`src/rtl/uart_tx_buf.sv`:
```
// Buffered 8N1 UART transmitter: pi_flag/pi_data strobes feed a byte FIFO drained onto tx.
// Define UART_TX_PARITY_EN to add an even-parity bit after the data bits (11-bit frames).
module uart_tx_buf #(
    parameter int UART_BPS   = 9600,
    parameter int CLK_FREQ   = 50_000_000,
    parameter int FIFO_DEPTH = 16
) (
    input  logic                          sys_clk,
    input  logic                          sys_rst_n,
    input  logic                          pi_flag,
    input  logic [7:0]                    pi_data,
    output logic                          tx,
    output logic                          tx_busy,
    output logic                          fifo_full,
    output logic [$clog2(FIFO_DEPTH):0]   fifo_cnt,
    output logic                          overflow
);

    localparam int BAUD_CNT_MAX = CLK_FREQ / UART_BPS;
    localparam int CNT_W        = (BAUD_CNT_MAX > 1) ? $clog2(BAUD_CNT_MAX) : 1;
    localparam int AW           = $clog2(FIFO_DEPTH);
    localparam int CW           = AW + 1;

`ifdef UART_TX_PARITY_EN
    typedef enum logic [2:0] {IDLE, START, DATA, PARITY, STOP} state_t;
`else
    typedef enum logic [2:0] {IDLE, START, DATA, STOP} state_t;
`endif

    state_t           state, state_nxt;
    logic [CNT_W-1:0] baud_cnt;
    logic [2:0]       bit_idx, bit_idx_nxt;
    logic [7:0]       shift_reg, shift_nxt;
    logic             tx_nxt;
    logic             pop;
    logic             bit_end;
    logic             wr_en;
    logic             fifo_empty;
    logic [7:0]       mem [FIFO_DEPTH];
    logic [AW-1:0]    wr_ptr, rd_ptr;
`ifdef UART_TX_PARITY_EN
    logic             parity;
`endif

    // Handshake: pi_flag is a per-edge write enable with no backpressure;
    // a write arriving while the FIFO is full is dropped and flagged on overflow.
    assign fifo_full  = (fifo_cnt == CW'(FIFO_DEPTH));
    assign fifo_empty = (fifo_cnt == '0);
    assign wr_en      = pi_flag && !fifo_full;
    assign bit_end    = (baud_cnt == CNT_W'(BAUD_CNT_MAX - 1));
    assign tx_busy    = (state != IDLE);

    always_comb begin
        state_nxt   = state;
        tx_nxt      = tx;
        shift_nxt   = shift_reg;
        bit_idx_nxt = bit_idx;
        pop         = 1'b0;
        case (state)
            IDLE: begin
                tx_nxt = 1'b1;
                if (!fifo_empty) begin
                    pop       = 1'b1;
                    shift_nxt = mem[rd_ptr];
                    tx_nxt    = 1'b0;
                    state_nxt = START;
                end
            end
            START: begin
                if (bit_end) begin
                    state_nxt   = DATA;
                    tx_nxt      = shift_reg[0];
                    shift_nxt   = shift_reg >> 1;
                    bit_idx_nxt = 3'd0;
                end
            end
            DATA: begin
                if (bit_end) begin
                    if (bit_idx == 3'd7) begin
`ifdef UART_TX_PARITY_EN
                        state_nxt = PARITY;
                        tx_nxt    = parity;
`else
                        state_nxt = STOP;
                        tx_nxt    = 1'b1;
`endif
                    end else begin
                        tx_nxt      = shift_reg[0];
                        shift_nxt   = shift_reg >> 1;
                        bit_idx_nxt = bit_idx + 3'd1;
                    end
                end
            end
`ifdef UART_TX_PARITY_EN
            PARITY: begin
                if (bit_end) begin
                    state_nxt = STOP;
                    tx_nxt    = 1'b1;
                end
            end
`endif
            STOP: begin
                if (bit_end) begin
                    // Pop at the end of the stop bit so queued frames run back to back.
                    if (!fifo_empty) begin
                        pop       = 1'b1;
                        shift_nxt = mem[rd_ptr];
                        tx_nxt    = 1'b0;
                        state_nxt = START;
                    end else begin
                        tx_nxt    = 1'b1;
                        state_nxt = IDLE;
                    end
                end
            end
            default: begin
                tx_nxt    = 1'b1;
                state_nxt = IDLE;
            end
        endcase
    end

    always_ff @(posedge sys_clk or negedge sys_rst_n) begin
        if (!sys_rst_n) begin
            state     <= IDLE;
            tx        <= 1'b1;
            shift_reg <= '0;
            bit_idx   <= '0;
            baud_cnt  <= '0;
        end else begin
            state     <= state_nxt;
            tx        <= tx_nxt;
            shift_reg <= shift_nxt;
            bit_idx   <= bit_idx_nxt;
            if (pop || state == IDLE || bit_end)
                baud_cnt <= '0;
            else
                baud_cnt <= baud_cnt + CNT_W'(1);
        end
    end

`ifdef UART_TX_PARITY_EN
    always_ff @(posedge sys_clk or negedge sys_rst_n) begin
        if (!sys_rst_n)
            parity <= 1'b0;
        else if (pop)
            parity <= ^mem[rd_ptr];
    end
`endif

    always_ff @(posedge sys_clk) begin
        if (wr_en)
            mem[wr_ptr] <= pi_data;
    end

    always_ff @(posedge sys_clk or negedge sys_rst_n) begin
        if (!sys_rst_n) begin
            wr_ptr   <= '0;
            rd_ptr   <= '0;
            fifo_cnt <= '0;
            overflow <= 1'b0;
        end else begin
            overflow <= pi_flag && fifo_full;
            if (wr_en)
                wr_ptr <= wr_ptr + AW'(1);
            if (pop)
                rd_ptr <= rd_ptr + AW'(1);
            case ({wr_en, pop})
                2'b10:   fifo_cnt <= fifo_cnt + CW'(1);
                2'b01:   fifo_cnt <= fifo_cnt - CW'(1);
                default: fifo_cnt <= fifo_cnt;
            endcase
        end
    end

endmodule

```
`config.mk`:
```
export PLATFORM = sky130hd
export DESIGN_NAME = uart_tx_buf
export DESIGN_NICKNAME = d
export VERILOG_FILES = /design/src/rtl/uart_tx_buf.sv
export SDC_FILE = /design/constraint.sdc
export NUM_CORES = 1
export LEC_CHECK = 0
export BUFFER_PORTS_ARGS = -buffer_cell sky130_fd_sc_hd__buf_2
export CAP_MARGIN = 40
export CORE_MARGIN = 5
export CORE_UTILIZATION = 27
export DETAILED_ROUTE_END_ITERATION = 12
export GPL_TIMING_DRIVEN = 1
export PLACE_DENSITY = 0.49
export SKIP_CTS_REPAIR_TIMING = 1
export SYNTH_ARGS = -nofsm -noshare
export SYNTH_HDL_FRONTEND = slang
export SYNTH_SLANG_ARGS = --single-unit
```
`constraint.sdc`:
```
create_clock -name sys_clk -period 3.35 [get_ports sys_clk]
set_input_delay 0.5025 -clock sys_clk [delete_from_list [all_inputs] [get_ports sys_clk]]
set_output_delay 0.5025 -clock sys_clk [all_outputs]
set_load 0.005 [all_outputs]
```
==> flow_metrics.py <==
metrics = {
    "die": {
        "fp.dieArea_um2": 29700,
        "row_count": 59,
        "initial_core_util": 0.274,
        "dieHeight_um": 172,
        "core_um2": 26000,
        "die_w_um": 172,
        "ios": 20,
    },
    "finish": {
        "nets": 499,
        "final_common_cell": "edfxtp_1",
        "area_growth_syn_to_layout_pct": 17.2,
        "diodes": 0,
        "largest_register_ffs": 128,
        "layout-drive-gt1-share": 0.245,
        "final_cell_mix": "edfxtp_1, dfrtp_1, mux4_2",
    },
    "timing": {
        "final.period_utilization": 0.871,
        "slew_violations": 0,
        "finClkSkew_ns": 0.0203,
        "hold_viol": 0,
        "fmax_mhz": 343,
        "tns_ns": 0,
        "min_period_ns": 2.92,
        "finalSetupViolCount": 0,
        "max_slew_margin": 0.510,
        "timing.final.ws_setup_ns": 0.433,
        "rsz0062_at_grt": "no",
        "worst_pin_slew_ns": 0.735,
    },
    "min_path": {
        "hp-class": "input pin to asynchronous set/reset pin",
    },
    "yosys": {
        "post-synth-top-area-cell": "edfxtp_1",
        "synth_warnings": 0,
        "synth-seq-cells": 169,
        "syn_avg_cell_area_um2": 16.3,
        "synth_edf_count": 128,
        "synth.distinct_cells": 48,
        "syn_nets": 461,
        "synth_flop_cell": "edfxtp_1",
        "synthTopCellsByArea": "edfxtp_1, dfrtp_1, mux4_2",
        "synth_seq_area_share": 0.685,
        "syn_inst": 435,
        "synth.cell_area_um2": 7110,
        "synth.top_cell.area_share": 0.541,
        "ys_async_sr_fraction": 0.243,
    },
    "drt": {
        "routedWlPerCell_um": 18.1,
        "drc": 0,
        "drt_iter0_markers": 281,
        "detail-route-antenna-nets": 0,
        "routed_wl_um": 14800,
        "firstDrtPassIters": 4,
        "vias": 3813,
        "viasPerCell": 4.64,
    },
    "worst_setup_path": {
        "start_kind": "register",
        "cp-end-kind": "register",
        "ff2ff_path_depth": 10,
        "arrival_ns": 3.26,
        "cp.required_ns": 3.69,
        "reg2reg_to": "fifo_cnt[4]",
        "crit_path_max_fanout": 8,
        "crit_type": "register to register",
        "r2r_start": "baud_cnt[9]",
        "r2r_slack_ns": 0.43,
    },
    "place": {
        "place_ws_ns": 0.435,
        "io_buffers": 19,
        "hpwl_um": 9600,
        "place_congestion": 0.743,
    },
    "power_and_ir_drop": {
        "intPower_uw": 4580,
        "pwr-share-seq": 0.419,
        "cellLeakagePower_uw": 0.00297,
        "p_per_area_nw_per_um2": 834,
        "swShare": 0.340,
        "p_sw_uw": 2360,
        "ir_drop_v": 0.000358,
        "fin_total_pwr_uw": 6950,
        "combPwrFrac": 0.298,
        "clock_power_share": 0.282,
    },
    "outcome": {
        "status": "finished, final reports clean",
    },
    "global_route": {
        "gr-total-overflow": 0,
        "grt_pass1_vias": 4001,
        "busiest_layer": "met2",
        "antenna_found_initial": 0,
        "grt_use_met1": 0.147,
        "use_met3": 0.0277,
        "grt_use_met2": 0.166,
        "grt_usage": 0.106,
        "grt_pass1_wl_um": 23400,
        "grt_max_degree": 36,
    },
    "clocking": {
        "clkTransAtPathRegs_ns": 0.07,
        "numCtsBuffers": 17,
        "clock-sinks": 169,
        "cts_tree": "yes",
        "cts.path.max_buffers": 2,
        "clk-insertion-delay-late_ns": 0.43,
        "root_buffer": "clkbuf_16",
        "cts.htree.levels": 4,
    },
    "flow_run": {
        "max_cap_violations": 0,
    },
}
==> how the worst max path moves through the flow <==
stage                     cells past startpoint  slack, ns        start           to
after floorplan                              11       0.51  baud_cnt[9]  fifo_cnt[4]
after global placement                       10       0.55  baud_cnt[9]  fifo_cnt[4]
after detailed placement                     10       0.44  baud_cnt[9]  fifo_cnt[4]
after CTS                                    10       0.41  baud_cnt[9]  fifo_cnt[4]
after global routing                         10       0.23  baud_cnt[9]  fifo_cnt[4]
final                                        10       0.43  baud_cnt[9]  fifo_cnt[4]
==> final cells by class <==
| type | instances | area, um2 |
|---|---|---|
| clock buffers | 17 | 425 |
| clock inverters | 15 | 193 |
| fillers | 2518 | 17700 |
| inverters | 8 | 30.0 |
| multi-input cells | 235 | 2090 |
| flip-flops and latches | 169 | 4870 |
| well taps | 335 | 419 |
| repair buffers | 42 | 300 |
==> cell families (layout without fill, tap and decap cells) <==
group	after synthesis	count (layout)	share of synthesized area
AND/OR/NAND/NOR	92	92	0.0678
adder cells (fa/ha/maj)	15	15	0.0264
AO/OA/AOI/OAI	72	72	0.0674
flip-flops	169	169	0.685
XOR/XNOR	20	20	0.0246
buffers and inverters	31	82	0.0202
multiplexers	36	36	0.108
==> power by group through the flow <==
stage / clock network [uW] / logic [uW] / registers, uW
2_1_floorplan: 0 / 1620 / 2780
3_3_place_gp: 0 / 2080 / 2940
3_5_place_dp: 0 / 2100 / 2960
4_1_cts: 2010 / 2120 / 2920
5_1_grt: 2110 / 2290 / 2970
6_report: 1960 / 2070 / 2910
==> cell usage after synthesis, types with 3 or more instances <==
master	count
xnor2_1	6
a21o_1	7
buf_1	3
mux4_2	32
nor2b_1	3
dfrtp_1	40
clkbuf_1	12
ha_1	15
xor2_1	14
edfxtp_1	128
inv_1	8
a22oi_1	17
o21ai_0	12
buf_2	5
a22o_1	3
nand2_1	21
nand3_1	5
mux2_2	3
nand2b_1	3
nor3_1	7
or3_1	4
a21oi_1	16
and2_1	4
nand4_1	7
nor2_1	25
a31oi_1	8
==> stage by stage <==
stage                     cell area (um2)  std cells  hold slack, ns   util
after detailed placement             7710        789           0.444  0.297
after floorplan                      7110        435           0.207      -
after global placement               7690        788           0.437  0.296
after global routing                 8330        821          0.0608  0.321
final                                8330        821          0.0394  0.321
after CTS                            8330        821          0.0381  0.321
==> critical path, stage by stage, from the launching register on <==
cell	delay (ns)
dfrtp_1	0.44
nor4b_2	0.50
a31oi_1	0.26
nor3_1	0.32
ha_1	0.37
xor2_1	0.18
ha_1	0.21
and3b_1	0.16
o21ai_0	0.07
a21oi_1	0.17
xor2_1	0.16
==> metal layers <==
metal	vias up	share of wire
li1	1773	-
met1	1952	0.47
met2	84	0.48
met3	4	0.045
met4	0	0.0068
met5	-	0
Note: power is estimated with default switching activity, not from simulation.
